File: src/rtl/bus_arbiter_mux_pkg.sv
// rtl/bus_arbiter_mux_pkg.sv - shared types and processor defaults for the bus arbiter/mux
package bus_pkg;

  typedef enum logic {MODE_DIRECT = 1'b0, MODE_RR = 1'b1} bus_mode_t;

  localparam int BUS_WIDTH = 16;
  localparam int BUS_NSRC  = 8;

endpackage

File: src/rtl/bus_arbiter_mux_if.sv
// rtl/bus_arbiter_mux_if.sv - source/select inputs and registered output handshake of the bus arbiter/mux
interface bus_arbiter_mux_if
  import bus_pkg::*;
#(
  parameter int WIDTH = BUS_WIDTH,
  parameter int N_SRC = BUS_NSRC
);
  localparam int SEL_W = $clog2(N_SRC);

  bus_mode_t              mode;
  logic [SEL_W-1:0]       sel;
  logic [N_SRC-1:0]       req;
  logic [N_SRC*WIDTH-1:0] data_in;
  logic [N_SRC-1:0]       gnt;
  logic                   out_valid;
  logic                   out_ready;
  logic [WIDTH-1:0]       out_data;
  logic [SEL_W-1:0]       out_src;
  logic                   sel_err;

  modport slave (
    input  mode, sel, req, data_in, out_ready,
    output gnt, out_valid, out_data, out_src, sel_err
  );

  modport master (
    output mode, sel, req, data_in, out_ready,
    input  gnt, out_valid, out_data, out_src, sel_err
  );

endinterface

File: src/rtl/bus_arbiter_mux_rr_pick.sv
// rtl/bus_arbiter_mux_rr_pick.sv - rotating priority encoder: first request after ptr, wrapping modulo N
module rr_pick #(
  parameter int N = 8
) (
  input  logic [N-1:0]         req,
  input  logic [$clog2(N)-1:0] ptr,
  output logic                 found,
  output logic [$clog2(N)-1:0] idx
);
  localparam int PW = $clog2(N);

  // Walk from the farthest offset back to ptr+1 so the nearest hit is written last and wins.
  always_comb begin
    found = 1'b0;
    idx   = '0;
    for (int k = N; k >= 1; k--) begin
      if (req[(int'(ptr) + k) % N]) begin
        found = 1'b1;
        idx   = PW'((int'(ptr) + k) % N);
      end
    end
  end

endmodule

File: src/rtl/bus_arbiter_mux.sv
// rtl/bus_arbiter_mux.sv - direct-select or round-robin N-to-1 bus mux with a 1-deep registered output
module bus_arbiter_mux
  import bus_pkg::*;
#(
  parameter int WIDTH = BUS_WIDTH,
  parameter int N_SRC = BUS_NSRC
) (
  input  logic              clk,
  input  logic              rst,
  bus_arbiter_mux_if.slave  bus
);
  localparam int SEL_W = $clog2(N_SRC);

  logic [SEL_W-1:0] rr_ptr_q, rr_ptr_d;
  logic [SEL_W-1:0] out_src_q, out_src_d;
  logic [WIDTH-1:0] out_data_q, out_data_d;
  logic             out_valid_q, out_valid_d;
  logic             sel_err_q, sel_err_d;

  logic             rr_found;
  logic [SEL_W-1:0] rr_idx;
  logic             load_ok;
  logic             sel_ok;
  logic             grant;
  logic [SEL_W-1:0] grant_idx;
  logic [N_SRC-1:0] gnt;
  logic [WIDTH-1:0] src_word [N_SRC];

  for (genvar i = 0; i < N_SRC; i++) begin : g_unpack
    assign src_word[i] = bus.data_in[i*WIDTH +: WIDTH];
  end

  rr_pick #(.N(N_SRC)) u_pick (
    .req   (bus.req),
    .ptr   (rr_ptr_q),
    .found (rr_found),
    .idx   (rr_idx)
  );

  assign load_ok = !out_valid_q || bus.out_ready;
  assign sel_ok  = int'(bus.sel) < N_SRC;

  always_comb begin
    grant       = 1'b0;
    grant_idx   = '0;
    rr_ptr_d    = rr_ptr_q;
    out_valid_d = out_valid_q;
    out_data_d  = out_data_q;
    out_src_d   = out_src_q;
    sel_err_d   = 1'b0;

    if (bus.mode == MODE_DIRECT) begin
      if (load_ok && sel_ok && bus.req[bus.sel]) begin
        grant     = 1'b1;
        grant_idx = bus.sel;
      end
      sel_err_d = load_ok && !sel_ok;
    end else if (load_ok && rr_found) begin
      grant     = 1'b1;
      grant_idx = rr_idx;
      rr_ptr_d  = rr_idx;
    end

    // A grant in the reset cycle would be lost anyway; suppress it at the source.
    if (rst) grant = 1'b0;

    if (grant) begin
      out_valid_d = 1'b1;
      out_data_d  = src_word[grant_idx];
      out_src_d   = grant_idx;
    end else if (bus.out_ready) begin
      out_valid_d = 1'b0;
    end

    for (int i = 0; i < N_SRC; i++) begin
      gnt[i] = grant && (grant_idx == SEL_W'(i));
    end
  end

  always_ff @(posedge clk) begin
    if (rst) begin
      rr_ptr_q    <= SEL_W'(N_SRC - 1);
      out_valid_q <= 1'b0;
      out_data_q  <= '0;
      out_src_q   <= '0;
      sel_err_q   <= 1'b0;
    end else begin
      rr_ptr_q    <= rr_ptr_d;
      out_valid_q <= out_valid_d;
      out_data_q  <= out_data_d;
      out_src_q   <= out_src_d;
      sel_err_q   <= sel_err_d;
    end
  end

  assign bus.gnt       = gnt;
  assign bus.out_valid = out_valid_q;
  assign bus.out_data  = out_data_q;
  assign bus.out_src   = out_src_q;
  assign bus.sel_err   = sel_err_q;

endmodule

File: src/flat_wrapper.sv
// flat-port wrapper written by rule: the top's interface ports become plain ports
module bus_arbiter_mux_flat import bus_pkg::*;
#(
  parameter int WIDTH = BUS_WIDTH,
  parameter int N_SRC = BUS_NSRC
)
  (clk, rst, bus_mode, bus_sel, bus_req, bus_data_in, bus_out_ready, bus_gnt, bus_out_valid, bus_out_data, bus_out_src, bus_sel_err);
  bus_arbiter_mux_if #(.WIDTH(WIDTH), .N_SRC(N_SRC)) bus_i ();
  input  logic clk;
  input  logic rst;
  input wire logic [$bits(bus_i.mode)-1:0] bus_mode;
  input wire logic [$bits(bus_i.sel)-1:0] bus_sel;
  input wire logic [$bits(bus_i.req)-1:0] bus_req;
  input wire logic [$bits(bus_i.data_in)-1:0] bus_data_in;
  input wire logic [$bits(bus_i.out_ready)-1:0] bus_out_ready;
  output wire logic [$bits(bus_i.gnt)-1:0] bus_gnt;
  output wire logic [$bits(bus_i.out_valid)-1:0] bus_out_valid;
  output wire logic [$bits(bus_i.out_data)-1:0] bus_out_data;
  output wire logic [$bits(bus_i.out_src)-1:0] bus_out_src;
  output wire logic [$bits(bus_i.sel_err)-1:0] bus_sel_err;
  assign bus_i.mode = bus_mode;
  assign bus_i.sel = bus_sel;
  assign bus_i.req = bus_req;
  assign bus_i.data_in = bus_data_in;
  assign bus_i.out_ready = bus_out_ready;
  assign bus_gnt = bus_i.gnt;
  assign bus_out_valid = bus_i.out_valid;
  assign bus_out_data = bus_i.out_data;
  assign bus_out_src = bus_i.out_src;
  assign bus_sel_err = bus_i.sel_err;
  bus_arbiter_mux #(.WIDTH(WIDTH), .N_SRC(N_SRC)) u_core (.clk(clk), .rst(rst), .bus(bus_i));
endmodule
File: config.mk
export PLATFORM = sky130hd
export DESIGN_NAME = bus_arbiter_mux_flat
export DESIGN_NICKNAME = d
export VERILOG_FILES = /design/src/rtl/bus_arbiter_mux_pkg.sv /design/src/rtl/bus_arbiter_mux_if.sv /design/src/rtl/bus_arbiter_mux_rr_pick.sv /design/src/rtl/bus_arbiter_mux.sv /design/src/flat_wrapper.sv
export SDC_FILE = /design/constraint.sdc
export NUM_CORES = 1
export LEC_CHECK = 0
export ABC_AREA = 1
export CELL_PAD_IN_SITES_DETAIL_PLACEMENT = 1
export CELL_PAD_IN_SITES_GLOBAL_PLACEMENT = 1
export CORE_MARGIN = 2
export CORE_UTILIZATION = 27
export CTS_CLUSTER_DIAMETER = 120
export DETAILED_ROUTE_END_ITERATION = 12
export GPL_ROUTABILITY_DRIVEN = 0
export PLACE_DENSITY_LB_ADDON = 0.1
export SYNTH_ARGS = -nofsm -noshare
export SYNTH_HDL_FRONTEND = slang
export SYNTH_HIERARCHICAL = 1
export SYNTH_SLANG_ARGS = --single-unit
File: constraint.sdc
create_clock -name clk -period 8.8 [get_ports clk]
set_clock_uncertainty 0.2 [all_clocks]
set_input_delay 1.32 -clock clk [delete_from_list [all_inputs] [get_ports clk]]
set_output_delay 1.32 -clock clk [all_outputs]
set_load 0.05 [all_outputs]
==> results of run 1 <==
[layer usage]
metal / up-vias / share of wire
li1: 2286 / -
met1: 2087 / 0.44
met2: 136 / 0.48
met3: 27 / 0.058
met4: 0 / 0.022
met5: - / 0
[power groups by stage]
stage	combinational (uW)	clock, uW	sequential (uW)
floorplan	907	0	251
global placement	1290	0	174
detailed placement	1320	0	175
CTS	1320	102	174
global route	1480	105	179
finish	1310	99.6	174
[kinds of logic (layout without fill, tap and decap cells)]
logic type / Yosys count / in the layout / share of synthesized area
compound gates: 17 / 17 / 0.0365
xor+xnor: 5 / 5 / 0.0177
fa+ha+maj: 2 / 2 / 0.00752
buf+inv: 90 / 229 / 0.143
flops: 23 / 23 / 0.138
other cells: 1 / 1 / 0.00113
simple gates: 507 / 507 / 0.656
[stage by stage]
step | util | cells
floorplan | - | 645
global placement | 0.414 | 927
detailed placement | 0.414 | 927
CTS | 0.420 | 931
global route | 0.420 | 931
finish | 0.420 | 931
[path summary, 6_finish.rpt]
path	from	to
worst max-delay path	bus_req[4]	bus_gnt[4]
worst min-delay path	u_core/bus.out_src[2]	u_core/bus.out_src[2]
worst max register to register	u_core/rr_ptr_q[1]	u_core/bus.out_data[5]
worst min register to register	u_core/bus.out_src[2]	u_core/bus.out_src[2]
[sequential cells by signal, summed over array words and instances, names as in the netlist]
signal and flops:
u_core/bus.out_valid 1, u_core/rr_ptr_q 3, u_core/bus.out_data 16, u_core/bus.out_src 3
[cell usage after synthesis, types with 2 or more instances]
library cell	number
a21oi_1	6
buf_2	15
buf_4	12
buf_6	9
dfxtp_1	23
ha_1	2
inv_1	47
inv_2	4
nand2_1	352
nand2_2	6
nand3_1	115
nand3_2	10
nand4_1	4
nor2_1	11
nor2_2	3
nor3_1	2
o21ai_0	2
o22ai_1	2
xnor2_1	2
[worst reg2reg max path: stages (launching register included)]
cell and delay [ns]:
dfxtp_1 0.64, inv_2 0.19, ha_1 0.47, inv_2 0.19, nand3_1 0.14, nand3_1 0.13
nand2_1 0.14, nor3_1 0.22, nand4_1 0.15, nand3_2 0.17, inv_1 0.11, nand2_1 0.16
a21boi_4 0.82, nand2_1 0.21, nand2_1 0.14, nand2_1 0.06, nand3_1 0.10, nand2_1 0.06
inv_1 0.07
[area by class of cell]
type | count | area, um^2 | share of cell area
Multi-Input combinational cell | 532 | 2400 | 0.475
Tap cell | 147 | 184 | 0.0364
Inverter | 52 | 203 | 0.0402
Clock inverter | 1 | 5.00 | 0.000992
Timing Repair Buffer | 173 | 1720 | 0.342
Sequential cell | 23 | 460 | 0.0912
Clock buffer | 3 | 75.1 | 0.0149
==> flow_summary.toml, run 1 <==
[run_status]
status = "finished clean"

[synth]
synthArstFlopShare = 0
synth_ff_type = "dfxtp_1"
netlist.area_leader.share = 0.397
synth.avg_cell_area_um2 = 5.16
synth_seq_cells = 23
synth_nets = 790
synth-edff-count = 0
synthTopCellsByArea = "nand2_1 (40%), nand3_1 (17%), dfxtp_1 (14%)"
synth_area_um2 = 3330
yosysWarnings = 6
syn_inst = 645
seq_area_frac_synth = 0.138
synth_top_cell_by_area = "nand2_1"
post_synth_num_cell_types = 37

[clocking]
htreeDepth = 1
cts_sinks = 23
clock_path_buffers = 2
clkTransAtPathRegs_ns = 0.06
worstSkewPairLatency_ns = 0.26
cts_resized = 0
cts_setup_buffers = 0
tritoncts = "yes"
cts_buffers = 3
root_buffer = "clkbuf_16"
hold_buffers = 0

[detailed_routing]
viasPerCell = 4.87
drc = 0
ant_nets = 0
firstDrtPassIters = 4
drt_iter0_markers = 171
routedWlPerCell_um = 15.4
drt_wl_total_um = 14300
vias = 4536

[power]
power_frac_comb = 0.827
p_leak_uw = 0.00261
p_int_uw = 637
p_per_area_nw_per_um2 = 313
switchingPower_uw = 943
vdd_ir_drop_max_uv = 133
switching_share = 0.597
power_uw = 1580
power_frac_seq = 0.110
clockPowerShare = 0.063

[global_routing]
grt_use_met3 = 0.0364
grt_use_total = 0.211
grt_util_met2 = 0.389
grt_busiest_layer = "met2"
antenna_found_initial = 0
grt_start_max_net_pins = 68
grt_pass1_vias = 4776
grt_pass1_wl_um = 22800
grt_overflow_total = 0
grtUsageMet1 = 0.256

[sta]
fmax_mhz = 151
drv_slew = 0
setup-tns-final_ns = 0
hold_violations = 0
grt_setup_unrepaired = "false"
slew_headroom = 0.339
finalSetupViolations = 0
min_period_ns = 6.62
worst_pin_slew_ns = 0.989
setup_ws_ns = 2.18
timing.hold.ws_ns = 0.283
min_period_over_period = 0.753

[min_path]
hold_path.class = "register to register"
holdPathStages = 2

[worst_setup_path]
path_cells = "clkdlybuf4s50_1 > nand2_1 > nand3_1 > nand3_1 > nand2_1 > nor3_1 > nand4_1 > nand3_2 > inv_1 > nand2_1 > a21boi_4 > nand2_1 > nor2_1 > clkdlybuf4s50_1"
cpPeakStageDelay_ns = 0.83
reg2regPathDepth = 18
critPathMaxFanout = 35
cp_num_cells = 14
critPathKind = "input pin to output pin"
worstPathArrival_ns = 5.10
crit_required_ns = 7.28
crit_top_cell = "nand2_1"
cp_num_buf_inv = 3
crit_family = "simple AND/OR/NAND/NOR gates"
critPathCaptureType = "output pin"
startpoint_type = "input pin"
cpMaxStageDelayCell = "clkdlybuf4s50_1"
r2r_slack_ns = 4.36

[layout]
layout.nets = 930
fillCellCount = 1661
layout_commonest_cell = "nand2_1"
mostFrequentLayoutCells = "nand2_1 (350), clkdlybuf4s50_1 (170), nand3_1 (115)"
final_area_um2 = 5050
antenna_cells = 0
drive_gt1_frac = 0.0536
syn2layout_area_growth_pct = 51.7

[floorplanning]
row_count = 40
ios = 172
die_x_um = 115
core-area_um2 = 12000
initial_core_util = 0.277
dieHeight_um = 115
die_area_um2 = 13200

[run]
maxCapViolations = 0

[placed_design]
pre_cts_slack_ns = 2.18
place_area_um2 = 4970
portBuffers = 170
hpwl_um = 11200
(Power assumes the default switching activity.)
==> inputs of run 2 (changes only) <==
--- a/config.mk
+++ b/config.mk
@@ -9,7 +9,7 @@
 export CELL_PAD_IN_SITES_DETAIL_PLACEMENT = 1
 export CELL_PAD_IN_SITES_GLOBAL_PLACEMENT = 1
 export CORE_MARGIN = 2
-export CORE_UTILIZATION = 27
+export CORE_UTILIZATION = 25
 export CTS_CLUSTER_DIAMETER = 120
 export DETAILED_ROUTE_END_ITERATION = 12
 export GPL_ROUTABILITY_DRIVEN = 0
==> constraint.sdc (replaced) <==
create_clock -name clk -period 6.3 [get_ports clk]
set_clock_uncertainty 0.2 [all_clocks]
set_input_delay 0.945 -clock clk [delete_from_list [all_inputs] [get_ports clk]]
set_output_delay 0.945 -clock clk [all_outputs]
set_load 0.05 [all_outputs]
==> run 2 against run 1 <==
Setup slack worse by 1.5 ns. Combinational power up 42%. Power up 41%. Clock-buffer cell count up 1. Final area up 0.99%. Final cell count up 3.3%. Flip-flop and latch count unchanged. Routed wire length up 1.9%. Critical path depth up 1. Non-clock buffer count up 2. Clock power up 39%. Critical endpoint is now bus_gnt[6]. Largest power group unchanged.
==> flow_summary.toml, run 2 (synthesis gave the netlist of run 1 again) <==
[worst_setup_path]
startpoint_type = "register"
critPathMaxFanout = 20
critPathCaptureType = "output pin"
worstPathArrival_ns = 4.48
critPathKind = "register to output pin"
crit_required_ns = 5.15

[placed_design]
portBuffers = 170
hpwl_um = 11500

[clocking]
cts_sinks = 23
worstSkewPairLatency_ns = 0.25
cts_setup_buffers = 0
root_buffer = "clkbuf_16"
cts_resized = 0
clock_path_buffers = 2
htreeDepth = 1
clkTransAtPathRegs_ns = 0.06
hold_buffers = 0
cts_buffers = 3
tritoncts = "yes"

[min_path]
hold_path.class = "register to register"

[detailed_routing]
drt_wl_total_um = 14600
viasPerCell = 4.70
drc = 0
routedWlPerCell_um = 15.2
vias = 4523
firstDrtPassIters = 4
ant_nets = 0
drt_iter0_markers = 201

[global_routing]
grt_overflow_total = 0
grt_start_max_net_pins = 66
grt_use_total = 0.198
antenna_found_initial = 0
grt_pass1_vias = 4656
grt_pass1_wl_um = 23400

[layout]
register_area_um2 = 460
multi_input_area_um2 = 2400
drive_gt1_frac = 0.0547
mostFrequentLayoutCells = "nand2_1 (350), clkdlybuf4s50_1 (170), nand3_1 (115)"
finish.utilization = 0.388
fillCellCount = 1773
largest_reg_flops = 16
layout_commonest_cell = "nand2_1"
antenna_cells = 0
syn2layout_area_growth_pct = 53.2
layout.nets = 932

[sta]
setup-tns-final_ns = 0
finalSetupViolations = 0
grt_setup_unrepaired = "false"
drv_slew = 0
worst_pin_slew_ns = 0.717
fmax_mhz = 178
hold_violations = 0
min_period_over_period = 0.893
min_period_ns = 5.63
slew_headroom = 0.521

[power]
power_uw = 2230
p_leak_uw = 0.00262
p_per_area_nw_per_um2 = 438
vdd_ir_drop_max_uv = 232

[floorplanning]
die_x_um = 119
core-area_um2 = 13100
ios = 172
row_count = 42
initial_core_util = 0.253
dieHeight_um = 119
die_area_um2 = 14300

[run]
maxCapViolations = 0

[run_status]
status = "finished clean"
run 2: cell types whose count changed in the layout (fill, tap and decap cells not counted):
| cell | delta |
|---|---|
| clkbuf_1 | +1 |
| buf_4 | +2 |
| clkinv_2 | -1 |
run 2: final cells by class:
type                            instances  share of cell area
Multi-Input combinational cell        532               0.470
Clock buffer                            4              0.0155
Inverter                               52              0.0398
Timing Repair Buffer                  175               0.341
Tap cell                              176              0.0432
Sequential cell                        23              0.0903
run 2: worst paths after layout:
check                   startpoint                       to  slack, ns  cells past startpoint
min          u_core/bus.out_src[2]    u_core/bus.out_src[2]       0.27                      2
min reg2reg  u_core/bus.out_src[2]    u_core/bus.out_src[2]       0.27                      2
max             u_core/rr_ptr_q[1]               bus_gnt[6]       0.67                     15
max reg2reg     u_core/rr_ptr_q[1]  u_core/bus.out_data[15]       2.09                     20
run 2: per-stage QoR:
step | hold WS (ns) | std cells | cell area [um^2] | setup WS, ns
after global placement | 0.275 | 958 | 5020 | 0.963
after CTS | 0.279 | 962 | 5100 | 0.629
final | 0.272 | 962 | 5100 | 0.673
after detailed placement | 0.270 | 958 | 5020 | 0.849
after global routing | 0.293 | 962 | 5100 | 0.303
after floorplan | 0.265 | 645 | 3330 | 2.00
run 2: report_power, final:
| group | internal [uW] | leakage [uW] | switching [uW] | total (uW) |
|---|---|---|---|---|
| logic | 621 | 0.00239 | 1240 | 1860 |
| registers | 192 | 0.000189 | 41.3 | 233 |
| clock network | 86.3 | 0.0000382 | 51.5 | 138 |
| total | 899 | 0.00262 | 1340 | 2230 |
run 2: critical path: stages (launching register included):
cell,delay (ns)
dfxtp_1,0.62
inv_2,0.18
ha_1,0.54
inv_2,0.14
nand3_1,0.15
nand3_1,0.13
nand2_1,0.14
inv_1,0.08
nand4_1,0.13
nand3_2,0.16
nand2_2,0.11
nand2_2,0.25
nor2_4,0.47
inv_1,0.16
nor2_1,0.13
clkdlybuf4s50_1,0.81
run 2: metal layers:
layer  routed length [um]  vias up  GRT usage
li1                     -     2293          -
met4                   91        0     0.0228
met1                 6800     2118      0.259
met2                 7040      106      0.354
met5                    0        -          0
met3                  693        6     0.0302
